--- config.mk ---
export PLATFORM = sky130hd
export DESIGN_NAME = rx_uart_fifo_flat
export DESIGN_NICKNAME = d
export VERILOG_FILES = /design/src/rtl/rx_uart_fifo_if.sv /design/src/rtl/rx_uart_fifo.sv /design/src/flat_wrapper.sv
export SDC_FILE = /design/constraint.sdc
export NUM_CORES = 1
export LEC_CHECK = 0
export ABC_AREA = 0
export CAP_MARGIN = 20
export CORE_MARGIN = 2
export CORE_UTILIZATION = 30
export CTS_CLUSTER_DIAMETER = 40
export DETAILED_ROUTE_END_ITERATION = 8
export PLACE_DENSITY = 0.46
export SYNTH_ARGS = -nofsm -noshare
export SYNTH_HDL_FRONTEND = slang
export SYNTH_SLANG_ARGS = --single-unit
--- constraint.sdc ---
create_clock -name clk -period 4.3 [get_ports clk]
set_input_delay 1.29 -clock clk [delete_from_list [all_inputs] [get_ports clk]]
set_output_delay 1.29 -clock clk [all_outputs]
set_load 0.02 [all_outputs]
--- src/rtl/rx_uart_fifo_if.sv ---
// Receive-side bundle between rx_uart_fifo and the keyboard-style consumer.
// flag acts as valid and clear_flag as ready. The head entry (char0,
// parity_err, framing_err) stays stable while flag is high. An entry is
// consumed on the clock edge where both flag and clear_flag are high.
// A clear_flag while flag is low is ignored.
interface rx_uart_fifo_if #(
  parameter int DATA_BITS = 8
);
  logic                 rx;
  logic                 clear_flag;
  logic                 flag;
  logic [0:DATA_BITS-1] char0;
  logic                 parity_err;
  logic                 framing_err;
  logic                 overrun;
  logic [2:0]           dbg_state;

  modport master (
    input  rx, clear_flag,
    output flag, char0, parity_err, framing_err, overrun, dbg_state
  );

  modport slave (
    output rx, clear_flag,
    input  flag, char0, parity_err, framing_err, overrun, dbg_state
  );
endinterface

--- src/rtl/rx_uart_fifo.sv ---
// Oversampling serial receiver with a small holding FIFO for the PDP-8e
// console/aux ports. Character length, parity and oversampling are set by
// parameters. Define RX_MAJORITY_EN to make every bit decision a 2-of-3 vote
// of the ticks around mid-bit instead of a single mid-bit sample.
module rx_uart_fifo #(
  parameter int CLKS_PER_TICK = 27,
  parameter int OVERSAMPLE    = 16,
  parameter int DATA_BITS     = 8,
  parameter int PARITY        = 0,
  parameter int FIFO_DEPTH    = 2
) (
  input logic            clk,
  input logic            reset,
  input logic            clear,
  rx_uart_fifo_if.master bus
);
  localparam int TW = $clog2(OVERSAMPLE);
  localparam int AW = $clog2(FIFO_DEPTH);
  localparam int EW = DATA_BITS + 2;
  localparam logic [14:0]   RELOAD    = 15'(CLKS_PER_TICK - 1);
  localparam logic [TW-1:0] START_MID = TW'(OVERSAMPLE / 2);
  localparam logic [TW-1:0] BIT_MID   = TW'(OVERSAMPLE - 1);
`ifdef RX_MAJORITY_EN
  // Decision lands one tick after mid; a bit's mid+1 is tcnt 0 of the next
  // period, so the count keeps running and bit timing is not disturbed.
  localparam logic [TW-1:0] START_DEC  = TW'(OVERSAMPLE / 2 + 1);
  localparam logic [TW-1:0] BIT_DEC    = '0;
  localparam logic [TW-1:0] START_EXIT = TW'(1);
`else
  localparam logic [TW-1:0] START_DEC  = START_MID;
  localparam logic [TW-1:0] BIT_DEC    = BIT_MID;
  localparam logic [TW-1:0] START_EXIT = '0;
`endif

  typedef enum logic [2:0] {
    S_IDLE   = 3'd0,
    S_START  = 3'd1,
    S_DATA   = 3'd2,
    S_PARITY = 3'd3,
    S_STOP   = 3'd4,
    S_BREAK  = 3'd5
  } state_t;

  logic                 rst;
  logic                 rx_s1, rx_sync;
  logic [14:0]          tick_cnt;
  logic                 tick;
  logic                 samp;
  state_t               state_q, state_n;
  logic [TW-1:0]        tcnt_q, tcnt_n;
  logic [2:0]           idx_q, idx_n, pos;
  logic [0:DATA_BITS-1] char_q, char_n;
  logic                 perr_q, perr_n;
  logic                 push, stop_ferr;

  assign rst = reset | clear;

  // Two-flop synchroniser for the asynchronous line, idle high.
  always_ff @(posedge clk) begin
    if (rst) begin
      rx_s1   <= 1'b1;
      rx_sync <= 1'b1;
    end else begin
      rx_s1   <= bus.rx;
      rx_sync <= rx_s1;
    end
  end

  // Free-running oversample tick generator.
  assign tick = (tick_cnt == '0);
  always_ff @(posedge clk) begin
    if (rst || tick) tick_cnt <= RELOAD;
    else             tick_cnt <= tick_cnt - 1'b1;
  end

`ifdef RX_MAJORITY_EN
  logic          vote_early, vote_mid;
  logic [TW-1:0] mid_t;
  assign mid_t = (state_q == S_START) ? START_MID : BIT_MID;
  // Capture the line at mid-1 and mid; the third vote is the live line.
  always_ff @(posedge clk) begin
    if (rst) begin
      vote_early <= 1'b1;
      vote_mid   <= 1'b1;
    end else if (tick) begin
      if (tcnt_q == mid_t - 1'b1) vote_early <= rx_sync;
      if (tcnt_q == mid_t)        vote_mid   <= rx_sync;
    end
  end
  assign samp = (vote_early & vote_mid) | (vote_early & rx_sync) | (vote_mid & rx_sync);
`else
  assign samp = rx_sync;
`endif

  // First received bit lands at index DATA_BITS-1, the LSB position.
  assign pos = 3'(DATA_BITS - 1) - idx_q;

  // Frame FSM state register.
  always_ff @(posedge clk) begin
    if (rst) begin
      state_q <= S_IDLE;
      tcnt_q  <= '0;
      idx_q   <= '0;
      char_q  <= '0;
      perr_q  <= 1'b0;
    end else begin
      state_q <= state_n;
      tcnt_q  <= tcnt_n;
      idx_q   <= idx_n;
      char_q  <= char_n;
      perr_q  <= perr_n;
    end
  end

  // Frame FSM next state; everything advances only on a tick.
  always_comb begin
    state_n   = state_q;
    tcnt_n    = tcnt_q;
    idx_n     = idx_q;
    char_n    = char_q;
    perr_n    = perr_q;
    push      = 1'b0;
    stop_ferr = 1'b0;
    if (tick) begin
      case (state_q)
        S_IDLE: begin
          if (!rx_sync) begin
            state_n = S_START;
            tcnt_n  = '0;
          end
        end
        S_START: begin
          if (tcnt_q == START_DEC) begin
            if (samp) begin
              state_n = S_IDLE;
            end else begin
              state_n = S_DATA;
              tcnt_n  = START_EXIT;
              idx_n   = '0;
              perr_n  = 1'b0;
            end
          end else begin
            tcnt_n = tcnt_q + 1'b1;
          end
        end
        S_DATA: begin
          tcnt_n = tcnt_q + 1'b1;
          if (tcnt_q == BIT_DEC) begin
            char_n[pos] = samp;
            if (idx_q == 3'(DATA_BITS - 1)) state_n = (PARITY != 0) ? S_PARITY : S_STOP;
            else                            idx_n = idx_q + 1'b1;
          end
        end
        S_PARITY: begin
          tcnt_n = tcnt_q + 1'b1;
          if (tcnt_q == BIT_DEC) begin
            perr_n  = (PARITY == 1) ? ~(^char_q ^ samp) : (^char_q ^ samp);
            state_n = S_STOP;
          end
        end
        S_STOP: begin
          tcnt_n = tcnt_q + 1'b1;
          if (tcnt_q == BIT_DEC) begin
            push      = 1'b1;
            stop_ferr = ~samp;
            state_n   = samp ? S_IDLE : S_BREAK;
          end
        end
        S_BREAK: begin
          if (rx_sync) state_n = S_IDLE;
        end
        default: state_n = S_IDLE;
      endcase
    end
  end

  // Holding FIFO with a registered head entry.
  logic [EW-1:0] mem [FIFO_DEPTH];
  logic [EW-1:0] push_entry, head_q;
  logic [AW-1:0] wr_ptr, rd_ptr, rd_ptr_n;
  logic [AW:0]   count, count_n;
  logic          full, empty, pop, push_ok, overrun_q;

  assign push_entry = {char_q, perr_q, stop_ferr};
  assign empty      = (count == '0);
  assign full       = (count == (AW+1)'(FIFO_DEPTH));
  assign pop        = bus.clear_flag && !empty;
  assign push_ok    = push && (!full || pop);
  assign rd_ptr_n   = pop ? rd_ptr + 1'b1 : rd_ptr;

  // Occupancy after this cycle's push/pop.
  always_comb begin
    count_n = count;
    case ({push_ok, pop})
      2'b10:   count_n = count + 1'b1;
      2'b01:   count_n = count - 1'b1;
      default: count_n = count;
    endcase
  end

  // Storage array write port; pointers decide what is valid.
  always_ff @(posedge clk) begin
    if (push_ok) mem[wr_ptr] <= push_entry;
  end

  // Pointers, occupancy, sticky overrun and head register.
  always_ff @(posedge clk) begin
    if (rst) begin
      wr_ptr    <= '0;
      rd_ptr    <= '0;
      count     <= '0;
      overrun_q <= 1'b0;
      head_q    <= {{DATA_BITS{1'b1}}, 2'b00};
    end else begin
      if (push_ok) wr_ptr <= wr_ptr + 1'b1;
      rd_ptr <= rd_ptr_n;
      count  <= count_n;
      if (push && full && !pop) overrun_q <= 1'b1;
      // Empty after this cycle: keep showing the last character.
      if (count_n != '0) begin
        if (push_ok && (rd_ptr_n == wr_ptr)) head_q <= push_entry;
        else                                 head_q <= mem[rd_ptr_n];
      end
    end
  end

  assign bus.flag        = !empty;
  assign bus.char0       = head_q[EW-1:2];
  assign bus.parity_err  = head_q[1];
  assign bus.framing_err = head_q[0];
  assign bus.overrun     = overrun_q;
  assign bus.dbg_state   = state_q;
endmodule
--- src/flat_wrapper.sv ---
// flat-port wrapper written by rule: the top's interface ports become plain ports
module rx_uart_fifo_flat 
#(
  parameter int CLKS_PER_TICK = 27,
  parameter int OVERSAMPLE    = 16,
  parameter int DATA_BITS     = 8,
  parameter int PARITY        = 0,
  parameter int FIFO_DEPTH    = 2
)
  (clk, reset, clear, bus_rx, bus_clear_flag, bus_flag, bus_char0, bus_parity_err, bus_framing_err, bus_overrun, bus_dbg_state);
  rx_uart_fifo_if #(.DATA_BITS(DATA_BITS)) bus_i ();
  input logic clk;
  input logic reset;
  input logic clear;
  input wire logic [$bits(bus_i.rx)-1:0] bus_rx;
  input wire logic [$bits(bus_i.clear_flag)-1:0] bus_clear_flag;
  output wire logic [$bits(bus_i.flag)-1:0] bus_flag;
  output wire logic [$bits(bus_i.char0)-1:0] bus_char0;
  output wire logic [$bits(bus_i.parity_err)-1:0] bus_parity_err;
  output wire logic [$bits(bus_i.framing_err)-1:0] bus_framing_err;
  output wire logic [$bits(bus_i.overrun)-1:0] bus_overrun;
  output wire logic [$bits(bus_i.dbg_state)-1:0] bus_dbg_state;
  assign bus_i.rx = bus_rx;
  assign bus_i.clear_flag = bus_clear_flag;
  assign bus_flag = bus_i.flag;
  assign bus_char0 = bus_i.char0;
  assign bus_parity_err = bus_i.parity_err;
  assign bus_framing_err = bus_i.framing_err;
  assign bus_overrun = bus_i.overrun;
  assign bus_dbg_state = bus_i.dbg_state;
  rx_uart_fifo #(.CLKS_PER_TICK(CLKS_PER_TICK), .OVERSAMPLE(OVERSAMPLE), .DATA_BITS(DATA_BITS), .PARITY(PARITY), .FIFO_DEPTH(FIFO_DEPTH)) u_core (.clk(clk), .reset(reset), .clear(clear), .bus(bus_i));
endmodule
==> results.sh <==
export IMPL_cellPowerDensity_nw_per_um2=362
export IMPL_worstPathMaxFanout=6
export IMPL_combPwrFrac_pct=1.8
export IMPL_peak_supply_drop_mv=0.257
export IMPL_netlist_area_leader_share_pct=30.1
export IMPL_timing_fmax_mhz=278
export IMPL_grt_setup_unrepaired="no"
export IMPL_grt_pass1_wl_um=12100
export IMPL_grt_antenna_before_repair=0
export IMPL_gp_congestion=0.753
export IMPL_drt_wirelength_per_cell_um=14.5
export IMPL_clk_transition_reported_paths_ns=0.06
export IMPL_first_global_vias=2353
export IMPL_power_leakage_uw=0.00148
export IMPL_drv_max_cap_violation_count=0
export IMPL_final_hold_violation_count=0
export IMPL_antenna_diode_count=0
export IMPL_seqPwrFrac_pct=47.1
export IMPL_initial_utilization_pct=31.0
export IMPL_number_of_buffers_added_on_ports=19
export IMPL_critical_path_rt_ns=4.56
export IMPL_root_buffer="sky130_fd_sc_hd__clkbuf_16"
export IMPL_routed_via_density=4.95
export IMPL_clock_skew_ns=0.00628
export IMPL_worst_hold_slack_ns=0.405
export IMPL_numCtsBuffers=9
export IMPL_holdCritPathClass="flip-flop to flip-flop"
export IMPL_cts_htree_levels=3
export IMPL_clock_tree_buffer_depth=2
export IMPL_syn_inst=341
export IMPL_power_net_switching_uw=301
export IMPL_worst_slew_pin_transition_ns=0.699
export IMPL_critical_path_s_top_delay_family="simple AND/OR/NAND/NOR gates"
export IMPL_route_vias_total=2516
export IMPL_timing_critical_path_arrival_ns=3.86
export IMPL_detail_route_antenna_nets=0
export IMPL_swShare_pct=20.6
export IMPL_die_height_um=110
export IMPL_most_numerous_cell_on_the_critical_path="sky130_fd_sc_hd__nor3b_1"
export IMPL_syn_area_sq_um=3390
export IMPL_tritoncts="built"
export IMPL_synth_edf_count=20
export IMPL_timing_max_transition_violations_final=0
export IMPL_synth_lib_cells_used_distinct=54
export IMPL_fin_setup_tns_ns=0
export IMPL_post_cts_repair_setup_buffers=0
export IMPL_final_period_minus_worst_setup_slack_ns=3.60
export IMPL_postSynth_topFlopCell="sky130_fd_sc_hd__dfxtp_1"
export IMPL_status="complete, no violations"
export IMPL_syn_mean_instance_area_sq_um=9.94
export IMPL_design_die_area_sq_um=12200
export IMPL_final_period_utilization_pct=83.8
export IMPL_pre_cts_ws_ns=0.378
export IMPL_holdBufCountCts=0
export IMPL_design_final_nets=375
export IMPL_yosys_warnings=0
export IMPL_top_level_ports=20
export IMPL_synth_fp_nets=353
export IMPL_grt_use_total_pct=13.4
export IMPL_grt_overflow_total=0
export IMPL_critPathKind="input pin to flip-flop"
export IMPL_crit_path_largest_cell_delay_ns=0.48
export IMPL_synthTopCellsByCount="sky130_fd_sc_hd__dfxtp_1 (51), sky130_fd_sc_hd__nor2_1 (40), sky130_fd_sc_hd__nand2_1 (22)"
export IMPL_drc_errors=0
export IMPL_fillCellCount=1136
export IMPL_dpl_instance_area_sq_um=3740
export IMPL_drtIter0Drc=128
export IMPL_layout_drive_gt1_share_pct=11.7
export IMPL_crit_path_end_kind="flip-flop"
export IMPL_ys_top_cells_by_area="sky130_fd_sc_hd__dfxtp_1 (30%), sky130_fd_sc_hd__edfxtp_1 (18%), sky130_fd_sc_hd__nor2_1 (4.4%)"
export IMPL_p_int_uw=1160
export IMPL_place_hpwl_um=5200
export IMPL_seq_area_frac_synth_pct=47.8
export IMPL_area_overhead_of_the_layout_relative_to_synthesis_pct=19.2
export IMPL_buffers_inverters_on_critical_path=1
export IMPL_first_pass_iters=4
export IMPL_synth_largest_area_cell="sky130_fd_sc_hd__dfxtp_1"
export IMPL_power_clock_fraction_pct=51.1
export IMPL_worstSkewPairLatency_ns=0.33
export IMPL_postCtsResizedCells=0
export IMPL_numClockSinks=71
export IMPL_synthArstFlopShare_pct=0
export IMPL_timing_critical_path_cells="clkdlybuf4s50_1 -> nor3b_1 -> nor4_1 -> nand2_1 -> ha_1 -> nor3b_1 -> or3_1 -> a41oi_1 -> a21bo_2 -> a21oi_1"
export IMPL_setup_viol_count_final=0
export IMPL_floorplan_die_width_um=110
export IMPL_final_design_area_no_fill_sq_um=4040
export IMPL_area_inside_the_core_boundary_sq_um=10900
export IMPL_floorplan_rows=38
export IMPL_max_slew_margin_rel_pct=53.2
export IMPL_worst_setup_path_start_kind="input pin"
export IMPL_timing_critical_path_slowest_stage_cell="sky130_fd_sc_hd__clkdlybuf4s50_1"
export IMPL_maximum_number_of_pins_on_one_net_before_global_route_repair=27
export IMPL_finalWorstSetupSlack_ns=0.698
export IMPL_detail_route_wirelength_um=7360
export IMPL_synthesized_flop_and_latch_total=71
export IMPL_most_common_cell_in_the_netlist="sky130_fd_sc_hd__dfxtp_1"
-- final cells by class --
cell class	instances	area (sq um)	share of cell area, %
Multi-Input combinational cell	244	1650	40.9
Sequential cell	71	1620	40.1
Timing Repair Buffer	28	258	6.38
Clock buffer	11	243	6.01
Tap cell	140	175	4.33
Clock inverter	5	57.6	1.42
Inverter	9	33.8	0.836
-- final timing paths --
| kind | startpoint | to | slack, ns | cells after the start |
|---|---|---|---|---|
| setup / recovery | bus_clear_flag | u_core.head_q[1]$_SDFFE_PP0P_ | 0.70 | 10 |
| hold / removal | u_core.rx_s1$_SDFF_PP1_ | u_core.rx_sync$_SDFF_PP1_ | 0.41 | 1 |
| setup reg to reg | u_core.bus.dbg_state[2]$_SDFFE_PP0P_ | u_core.head_q[1]$_SDFFE_PP0P_ | 1.01 | 10 |
| hold reg to reg | u_core.rx_s1$_SDFF_PP1_ | u_core.rx_sync$_SDFF_PP1_ | 0.41 | 1 |
-- layer usage --
metal | part of all wire (%) | vias up | GRT usage (%)
met5 | 0 | - | 0
met3 | 2.3 | 2 | 4.06
met2 | 45 | 28 | 20.9
li1 | - | 1295 | -
met1 | 52 | 1191 | 17.5
met4 | 0.60 | 0 | 5.09
-- state kept, by name, indices dropped and copies added (netlist names) --
signal                cells
u_core.wr_ptr             1
u_core.perr_q             1
u_core.tcnt_q             4
u_core.tick_cnt          15
u_core.count              2
u_core.char_q             8
u_core.bus.dbg_state      3
u_core.rd_ptr             1
u_core.idx_q              3
u_core.mem               20
u_core.bus.overrun        1
u_core.head_q            10
u_core.rx_s1              1
u_core.rx_sync            1
-- worst register-to-register path, stage by stage, from the launching register on --
cell and delay, ns:
sky130_fd_sc_hd__dfxtp_1 0.59, sky130_fd_sc_hd__or3b_2 0.51, sky130_fd_sc_hd__nor4_1 0.34, sky130_fd_sc_hd__buf_4 0.20
sky130_fd_sc_hd__nand2_1 0.11, sky130_fd_sc_hd__ha_1 0.40, sky130_fd_sc_hd__nor3b_1 0.16, sky130_fd_sc_hd__or3_1 0.40
sky130_fd_sc_hd__a41oi_1 0.16, sky130_fd_sc_hd__a21bo_2 0.24, sky130_fd_sc_hd__a21oi_1 0.11
-- layout by cell type (no fill, tap or decap), drive strengths merged, types with 4 or more instances in the layout --
cell and count:
buf 9, mux2i 14, xnor2 12, mux2 8, or3 4, o21ai 14
nand2 22, or4 4, nor2 40, clkdlybuf4s50 19, ha 7, nor3 6
clkinv 4, o211ai 7, dfxtp 51, nand2b 5, clkbuf 11, nor4 10
edfxtp 20, nor3b 4, o31ai 7, or2 4, inv 9, nand3 8
xor2 8, a21oi 20
-- power groups by stage --
| stage | Sequential (uW) | Clock, uW | Combinational (uW) |
|---|---|---|---|
| final | 689 | 747 | 25.8 |
| after global routing | 689 | 803 | 29.3 |
| after global placement | 703 | 0 | 26.1 |
| after floorplan | 702 | 0 | 17.1 |
| after detailed placement | 703 | 0 | 26.3 |
| after CTS | 689 | 775 | 26.5 |
-- per-stage QoR --
step | util, % | power [uW] | std cells
after floorplan | - | 719 | 341
after global routing | 37.0 | 1520 | 508
after detailed placement | 34.2 | 730 | 492
final | 37.0 | 1460 | 508
after global placement | 34.1 | 730 | 491
after CTS | 37.0 | 1490 | 508
-- cell families (layout without fill, tap and decap cells) --
logic type / count (synthesis) / count (layout) / synth area share [%]
AND/OR/NAND/NOR: 125 / 125 / 19.7
flip-flops: 71 / 71 / 47.8
AO/OA/AOI/OAI: 68 / 68 / 13.1
buffers and inverters: 26 / 53 / 3.40
XOR/XNOR: 22 / 22 / 6.50
multiplexers: 22 / 22 / 6.79
adder cells (fa/ha/maj): 7 / 7 / 2.58
Note: power is estimated with default switching activity, not from simulation.
